$ cat src/rtl/mem_bus_pkg.sv
// mem_bus_pkg
//   Shared definitions for the data-memory request/response bus:
//   - state_t       : responder FSM encoding (IDLE = 0, WAIT = 1, RESP = 2)
//   - DEFAULT_ADDR_WIDTH / DEFAULT_DATA_WIDTH : default bus widths
//   - idx_width()   : word-index width for a given array depth (clog2, min 1)
package mem_bus_pkg;

  typedef enum logic [1:0] {
    IDLE = 2'd0,
    WAIT = 2'd1,
    RESP = 2'd2
  } state_t;

  localparam int DEFAULT_ADDR_WIDTH = 32;
  localparam int DEFAULT_DATA_WIDTH = 32;

  function automatic int idx_width(input int depth);
    return (depth > 1) ? $clog2(depth) : 1;
  endfunction

endpackage

$ cat src/rtl/mem_array.sv
// mem_array
//   DEPTH x DATA_WIDTH word storage with a synchronous write port and a
//   combinational read port. Contents are never reset.
// Ports:
//   CLK        in   clock, write on rising edge
//   WE         in   write enable
//   Address    in   word index (idx_width(DEPTH) bits)
//   WriteData  in   word to store
//   ReadData   out  word currently stored at Address
module mem_array
  import mem_bus_pkg::*;
#(
  parameter int DEPTH      = 64,
  parameter int DATA_WIDTH = DEFAULT_DATA_WIDTH
) (
  input  logic                        CLK,
  input  logic                        WE,
  input  logic [idx_width(DEPTH)-1:0] Address,
  input  logic [DATA_WIDTH-1:0]       WriteData,
  output logic [DATA_WIDTH-1:0]       ReadData
);

  logic [DATA_WIDTH-1:0] mem [DEPTH];

  always_ff @(posedge CLK) begin
    if (WE) begin
      mem[Address] <= WriteData;
    end
  end

  assign ReadData = mem[Address];

endmodule

$ cat src/rtl/mem_responder.sv
// mem_responder
//   Data-memory responder: accepts one read or write request, spends
//   WAIT_STATES cycles in WAIT, commits to the word array on the edge that
//   leaves WAIT (or on the accept edge when WAIT_STATES = 0), then presents
//   the response until it is consumed.
//   Optional feature macro: MEM_RESPONDER_ERROR_EN enables alignment and
//   range checking and drives RespError; otherwise addresses alias modulo
//   DEPTH and RespError is tied low.
// Ports:
//   CLK, RST                   clock, synchronous active-high reset
//   ReqValid/ReqReady          request handshake
//   ReqWrite, ReqAddress,
//   ReqWriteData               request payload (byte address)
//   RespValid/RespReady        response handshake
//   RespReadData, RespError    response payload
module mem_responder
  import mem_bus_pkg::*;
#(
  parameter int ADDR_WIDTH  = DEFAULT_ADDR_WIDTH,
  parameter int DATA_WIDTH  = DEFAULT_DATA_WIDTH,
  parameter int DEPTH       = 64,
  parameter int WAIT_STATES = 2
) (
  input  logic                  CLK,
  input  logic                  RST,
  input  logic                  ReqValid,
  output logic                  ReqReady,
  input  logic                  ReqWrite,
  input  logic [ADDR_WIDTH-1:0] ReqAddress,
  input  logic [DATA_WIDTH-1:0] ReqWriteData,
  output logic                  RespValid,
  input  logic                  RespReady,
  output logic [DATA_WIDTH-1:0] RespReadData,
  output logic                  RespError
);

  localparam int IDX_W = idx_width(DEPTH);
  localparam int CNT_W = (WAIT_STATES > 1) ? $clog2(WAIT_STATES) : 1;

  state_t                state_q, state_d;
  logic [CNT_W-1:0]      cnt_q;
  logic                  write_q;
  logic [ADDR_WIDTH-1:0] addr_q;
  logic [DATA_WIDTH-1:0] wdata_q;
  logic [DATA_WIDTH-1:0] rdata_q;
  logic                  err_q;

  logic                  accept;
  logic                  leave_wait;
  logic                  commit;
  logic                  cmt_write;
  logic [ADDR_WIDTH-1:0] cmt_addr;
  logic [DATA_WIDTH-1:0] cmt_wdata;
  logic                  cmt_err;
  logic                  arr_we;
  logic [DATA_WIDTH-1:0] arr_rdata;

  assign accept     = (state_q == IDLE) && ReqValid;
  assign leave_wait = (state_q == WAIT) && (cnt_q == CNT_W'(WAIT_STATES - 1));

  // With no wait states the commit coincides with the accept, so the live
  // request inputs feed the array instead of the not-yet-loaded latches.
  assign commit    = (WAIT_STATES == 0) ? accept       : leave_wait;
  assign cmt_write = (WAIT_STATES == 0) ? ReqWrite     : write_q;
  assign cmt_addr  = (WAIT_STATES == 0) ? ReqAddress   : addr_q;
  assign cmt_wdata = (WAIT_STATES == 0) ? ReqWriteData : wdata_q;

`ifdef MEM_RESPONDER_ERROR_EN
  assign cmt_err   = (cmt_addr[1:0] != 2'b00) || ((cmt_addr >> (IDX_W + 2)) != '0);
  assign RespError = err_q;
`else
  logic unused_addr_bits;
  assign cmt_err          = 1'b0;
  assign unused_addr_bits = ^{cmt_addr[1:0], cmt_addr[ADDR_WIDTH-1:IDX_W+2], err_q};
  assign RespError        = 1'b0;
`endif

  // RST gates the write so a commit landing on a reset edge is dropped.
  assign arr_we = commit && cmt_write && !cmt_err && !RST;

  mem_array #(
    .DEPTH      (DEPTH),
    .DATA_WIDTH (DATA_WIDTH)
  ) u_mem_array (
    .CLK       (CLK),
    .WE        (arr_we),
    .Address   (cmt_addr[IDX_W+1:2]),
    .WriteData (cmt_wdata),
    .ReadData  (arr_rdata)
  );

  always_comb begin
    state_d = state_q;
    unique case (state_q)
      IDLE:    if (ReqValid)   state_d = (WAIT_STATES == 0) ? RESP : WAIT;
      WAIT:    if (leave_wait) state_d = RESP;
      RESP:    if (RespReady)  state_d = IDLE;
      default:                 state_d = IDLE;
    endcase
  end

  always_ff @(posedge CLK) begin
    if (RST) begin
      state_q <= IDLE;
      cnt_q   <= '0;
      rdata_q <= '0;
      err_q   <= 1'b0;
    end else begin
      state_q <= state_d;
      if (accept) begin
        cnt_q <= '0;
      end else if (state_q == WAIT) begin
        cnt_q <= cnt_q + 1'b1;
      end
      if (commit) begin
        rdata_q <= (cmt_write || cmt_err) ? '0 : arr_rdata;
        err_q   <= cmt_err;
      end
    end
  end

  // Request payload latches carry no reset; they are only read after an accept.
  always_ff @(posedge CLK) begin
    if (accept) begin
      write_q <= ReqWrite;
      addr_q  <= ReqAddress;
      wdata_q <= ReqWriteData;
    end
  end

  assign ReqReady     = (state_q == IDLE);
  assign RespValid    = (state_q == RESP);
  assign RespReadData = rdata_q;

endmodule

$ cat config.mk
export PLATFORM = sky130hd
export DESIGN_NAME = mem_responder
export DESIGN_NICKNAME = d
export VERILOG_FILES = /design/src/rtl/mem_bus_pkg.sv /design/src/rtl/mem_array.sv /design/src/rtl/mem_responder.sv
export SDC_FILE = /design/constraint.sdc
export NUM_CORES = 2
export LEC_CHECK = 0
export CAP_MARGIN = 10
export CELL_PAD_IN_SITES_DETAIL_PLACEMENT = 1
export CELL_PAD_IN_SITES_GLOBAL_PLACEMENT = 2
export CORE_MARGIN = 2
export CORE_UTILIZATION = 35
export CTS_BUF_LIST = sky130_fd_sc_hd__clkbuf_4 sky130_fd_sc_hd__clkbuf_8
export DETAILED_ROUTE_END_ITERATION = 6
export PLACE_DENSITY_LB_ADDON = 0.1
export SETUP_SLACK_MARGIN = 0.5
export SLEW_MARGIN = 20
export SYNTH_ARGS = -nofsm -noshare
export SYNTH_HDL_FRONTEND = slang
export SYNTH_HIERARCHICAL = 1
export SYNTH_SLANG_ARGS = --single-unit
$ cat constraint.sdc
create_clock -name CLK -period 4.68 [get_ports CLK]
set_clock_uncertainty 0.1 [all_clocks]
set_input_delay 0.702 -clock CLK [delete_from_list [all_inputs] [get_ports CLK]]
set_output_delay 0.702 -clock CLK [all_outputs]
set_load 0.02 [all_outputs]
# After elaboration in Yosys (flattened, before gate mapping)
# Memories as Yosys holds them, arrays and structs flattened. A register that Yosys moved wholly into a read port is not among the register bits.
# Cells that the tools add are included.
[word_totals]
inputBits = 69
memories = 1
word_cells = 29
ramBits = 2048
regBits = 76
out_inout_bits = 35
[memory_table]
columns = ["memory", "words", "width", "read_ports", "rd_clocked_by_memory_dff", "write_ports", "line", "source"]
rows = [
  ["u_mem_array.mem", 64, 32, 1, 1, 1, "mem_array.sv:23", "logic [DATA_WIDTH-1:0] mem [DEPTH];"],
]
[classes]
add_sub_neg = 1
n_reduce_logical = 8
n_eq_ne = 5
mux = 8
[op_table]
columns = ["cell", "n"]
rows = [
  ["two-way mux 32 bit", 1],
  ["two-way mux 2 bit", 3],
  ["two-way mux 6 bit", 1],
  ["case mux 2 bit (3 select lines)", 1],
  ["logical AND 1 bit", 4],
  ["inequality test 2 bit, second input constant", 2],
  ["AND reduction 3 bit", 1],
  ["equality test 2 x 1 -> 1 bit, second input constant", 1],
  ["equality test 2 bit, second input constant", 1],
  ["logical NOT 2 bit", 1],
  ["two-way mux 1 bit", 2],
  ["inequality test 2 x 1 -> 1 bit, second input constant", 1],
  ["OR reduction 2 bit", 1],
  ["adder 1 bit, second input constant", 1],
  ["logical NOT 1 bit", 1],
]

# Depth between registers and ports, before layout
[logic_depth]
depth_word = 6
mapped_depth = 15
depth_no_buf = 8

# Hierarchy
# The synthesis kept the hierarchy.
[modules_own_cells]
columns = ["mod", "instances", "area_each_um2", "seq_area_each_um2", "cells_each"]
rows = [
  ["mem_array", 1, 78287.6, 61499.0, 4207],
  ["mem_responder", 1, 2892.8, 1871.8, 201],
]

# Worst setup path before layout
# Ideal clock, no wire load.
[synth_timing]
path_type = "register -> register"
start = "register addr_q[4]"
end = "memory u_mem_array/mem[11][0] (netlist name), enable pin"
setup_slack_ns = 0.983
required_ns = 4.159
t_arrival_ns = 3.176
path_buffers = 6
synth_period_minus_slack_ns = 3.697
stages_incl_launch_ff = 10
setup_ns = 0.421
cell_sequence = "edfxtp_1 > buf_2 > buf_2 > buf_2 > buf_2 > buf_2 > buf_2 > nor2b_1 > nand2_1 > nor2_1"
[synth_lines]
columns = ["element", "line", "source"]
rows = [
  ["start: declaration", "mem_responder.sv:43", "logic [ADDR_WIDTH-1:0] addr_q;"],
  ["start signal: assignment", "mem_responder.sv:126", "addr_q <= ReqAddress;"],
  ["end: declaration", "mem_array.sv:23", ""],
]
# No word-level cell before the write port.

==> results_dict.tcl <==
set metrics [dict create \
    place_congestion 0.766 \
    period_share_pct 86.9 \
    viasPerCell 5.47 \
    postRouteAntennaNets 0 \
    p_per_area_mw_per_mm2 424 \
    status "finished, final reports clean" \
    crit_start "addr_q[4]" \
    leakage_nw 30.5 \
    areaGrowthSynthToFinish_pct 16.9 \
    cts-root-buf "clkbuf_8" \
    fmax_ghz 0.246 \
    cp_slowest_cell "a2111oi_1" \
    total_power_mw 40.2 \
    overflow 0 \
    drc 0 \
    hold_violations 0 \
    synth-adder-area-share_pct 0 \
    rsz0062_at_grt "yes" \
    synthSimpleGateAreaFrac_pct 3.40 \
    hold_class "in -> reg" \
    hold_depth 1 \
    slew-limit-headroom_pct 19.2 \
    reg2reg_slack_ns 0.62 \
    wl_per_cell_microns 31.9 \
    grt_pass1_wl_microns 364000 \
    cts_setup_buffers 0 \
    wirelength_microns 260000 \
    grt_max_degree 85 \
    synth_top_family_by_area "compound AO/OA/AOI/OAI gates" \
    hpwl_microns 150000 \
    slew_violations 0 \
    reg2reg_from "addr_q[4]" \
    layout.nets 4926 \
    postPlaceCellArea_sq_mm 0.0877 \
    clockBufferDepth 4 \
    avgSynthCellArea_sq_um 18.4 \
    die_area_sq_mm 0.236 \
    end_kind "flip-flop" \
    layout_min_cycle_time_ns 4.06 \
    synth_nets 4477 \
    via_count 44600 \
    core_sq_mm 0.230 \
    yosys_most_used_dff "edfxtp_1" \
    io_buffers 76 \
    max-cap-violations 0 \
    synth_compound_area_share_pct 8.45 \
    drive_gt1_share_pct 23.1 \
    synth-seq-cells 2122 \
    tightest_slew_ns 1.21 \
    fin_area_sq_mm 0.0949 \
    drt_iter0_drc 3398 \
    fp.dieH_microns 486 \
    row_count 176 \
    worstPathArrival_ns 4.88 \
    setup_viol 0 \
    synthCells 4408 \
    fin_tns_setup_ns 0 \
    h-tree-depth 5 \
    grt_pass1_vias 47000 \
    async_flop_share_pct 0 \
    die_w_microns 486 \
    drt_first_pass_iters 6 \
    cp-endpoint "RespReadData[8]" \
    ioPinCount 104 \
    synth_xor_area_share_pct 0 \
    start_util_pct 35.2 \
    ys_types 62 \
    cp_max_fo 42 \
    cts.sinks 2122 \
    crit_path_start_kind "flip-flop" \
    ys_warn_count 6 \
    groute.usage.overall_pct 21.8 \
    rr_worst_depth 11 \
    crit_chain "buf_12 -> and2_4 -> buf_4 -> a22o_1 -> o21ai_0 -> nand3_1 -> a2111oi_1 -> buf_4 -> nand3_1 -> or3b_1 -> mux2i_1" \
    synth_mux_area_share_pct 8.29 \
    ir_worst_vdd_v 0.000297 \
    clkTransAtPathRegs_ns 0.06 \
    antenna_found_initial 21 \
    insertion_delay_ns 1.06 \
    critical_path.max_stage_delay_ns 0.66 \
    timing.hold.ws_ns 0.125 \
    cts_buffers 383 \
    synth_seq_area_share_pct 78.1 \
    synth_edf_count 2087 \
    postLayoutCoreUtil_pct 41.2 \
    cts_tree "done" \
    rr_endpoint "RespReadData[8]" \
    cp_data_required_time_ns 5.50 \
    syn-cell-area_sq_mm 0.0812 \
    crit_type "reg -> reg" \
]
-- cell usage in the layout, fill, tap and decap left out, types with 6 or more instances in the layout --
master | synthesis | routed
o22a_1 | 70 | 70
nand3_1 | 54 | 53
a22oi_1 | 188 | 188
clkinv_2 | 0 | 21
a31oi_1 | 43 | 43
nor2_1 | 147 | 79
clkdlybuf4s50_1 | 0 | 75
diode_2 | 0 | 8
a22o_1 | 66 | 66
a222oi_1 | 16 | 16
dfxtp_1 | 35 | 35
a221oi_1 | 175 | 175
clkbuf_8 | 0 | 391
or4b_1 | 14 | 14
clkinv_1 | 1 | 90
edfxtp_1 | 2087 | 2087
a221o_1 | 15 | 15
o2bb2ai_1 | 15 | 15
and3_1 | 86 | 86
or3b_1 | 32 | 32
clkbuf_4 | 1 | 143
a211oi_1 | 18 | 18
buf_12 | 3 | 52
nand2b_1 | 53 | 50
a21oi_1 | 121 | 121
nor3_1 | 22 | 19
mux2i_1 | 291 | 291
or4_1 | 15 | 15
o22ai_1 | 93 | 93
o21ai_0 | 84 | 84
dlygate4sd3_1 | 0 | 20
mux2_2 | 147 | 147
a2111oi_0 | 15 | 9
nor4_1 | 14 | 14
buf_4 | 9 | 229
mux4_2 | 96 | 96
o221ai_1 | 6 | 6
nand2_1 | 28 | 27
nor2_4 | 0 | 68
-- routing by layer --
metal  up-vias  global-route usage [%]  routed length [microns]
li1      19200                       -                        -
met1     24000                    29.2                   113000
met2      1085                    37.3                   130000
met3       320                    3.14                    11000
met4         0                    5.27                     5090
met5         -                       0                        0
-- worst min path at each step --
stage | end | from | slack, ns
after detailed placement | RespReadData[26] | RespReadData[26] | 0.37
after CTS | cmt_wdata[11] | ReqWriteData[11] | 0.0004
final | cmt_wdata[10] | ReqWriteData[10] | 0.12
after floorplan | state_q[0] | state_q[1] | 0.37
after global routing | cmt_wdata[14] | ReqWriteData[14] | 0.05
after global placement | RespReadData[22] | RespReadData[22] | 0.36
-- flip-flops by register name (all words and copies together) (netlist names) --
signal           cells
cmt_write            1
cnt_q                1
RespReadData        32
state_q              2
u_mem_array/mem   2048
addr_q               6
cmt_wdata           32
-- cell type report --
cell class | count | area [sq um]
inverter | 3 | 18.8
tap | 3026 | 3790
fill | 22200 | 135000
clock inverter | 120 | 571
antenna | 8 | 20.0
timing repair buffer | 377 | 3720
multi-input combinational | 1970 | 17000
clock buffer | 534 | 6450
sequential | 2122 | 63400
-- logic make-up (layout without fill, tap and decap cells) --
| kind of cell | Yosys count | after routing |
|---|---|---|
| compound gates | 936 | 936 |
| flops | 2122 | 2122 |
| buf+inv | 316 | 1034 |
| other cells | 1 | 9 |
| simple gates | 499 | 499 |
| mux | 534 | 534 |
-- synth_stat cells, types with 4 or more instances --
master / instances / area [sq um]
nand2b_1: 53 / 332
a221o_1: 15 / 150
nor2b_1: 9 / 56.3
or4b_1: 14 / 140
o21ai_0: 84 / 420
a211oi_1: 18 / 135
and2_1: 6 / 37.5
buf_4: 9 / 67.6
or3b_1: 32 / 280
a222oi_1: 16 / 160
clkbuf_1: 175 / 657
o2bb2ai_1: 15 / 131
a221oi_1: 175 / 1530
buf_1: 33 / 124
nor2_1: 147 / 552
a22o_1: 66 / 578
nor3_1: 22 / 110
nand3_1: 54 / 270
a31oi_1: 43 / 269
buf_2: 84 / 420
mux2i_1: 291 / 2910
a22oi_1: 188 / 1410
a2111oi_0: 15 / 131
buf_6: 5 / 56.3
nor4_1: 14 / 87.6
dfxtp_1: 35 / 701
nand2_1: 28 / 105
mux2_2: 147 / 1660
edfxtp_1: 2087 / 62700
o22ai_1: 93 / 582
a21oi_1: 121 / 606
o22a_1: 70 / 613
or3_1: 4 / 25.0
o221ai_1: 6 / 52.6
or4_1: 15 / 113
and3_1: 86 / 538
mux4_2: 96 / 2160
-- power breakdown --
part	leakage, nW	internal, mW	switching (mW)
combinational	7.73	0.841	1.88
sequential	19.1	21.0	0.0278
clock	3.74	8.92	7.53
total	30.5	30.8	9.44
-- worst max-delay path, delay by kind of cell, from the launching register on --
kind	cells	cell delay (ns)
buffers and inverters	3	0.88
DFF	1	0.57
and+or+nand+nor	4	1.06
AOI/OAI and AO/OA	3	1.13
muxes	1	0.06
-- timing repair --
action,CTS,global route
endpoints found under the hold margin,20,0
resized for setup,4,2
endpoints found under the setup margin,5,2
hold buffers,20,0
-- metrics by stage --
stage,setup WS [ns],cells
2_1_floorplan,0.983,4408
3_3_place_gp,0.377,7478
3_5_place_dp,0.378,7478
4_1_cts,0.513,8152
5_1_grt,0.450,8155
6_report,0.615,8160
Power figures use the tool's default switching activity.
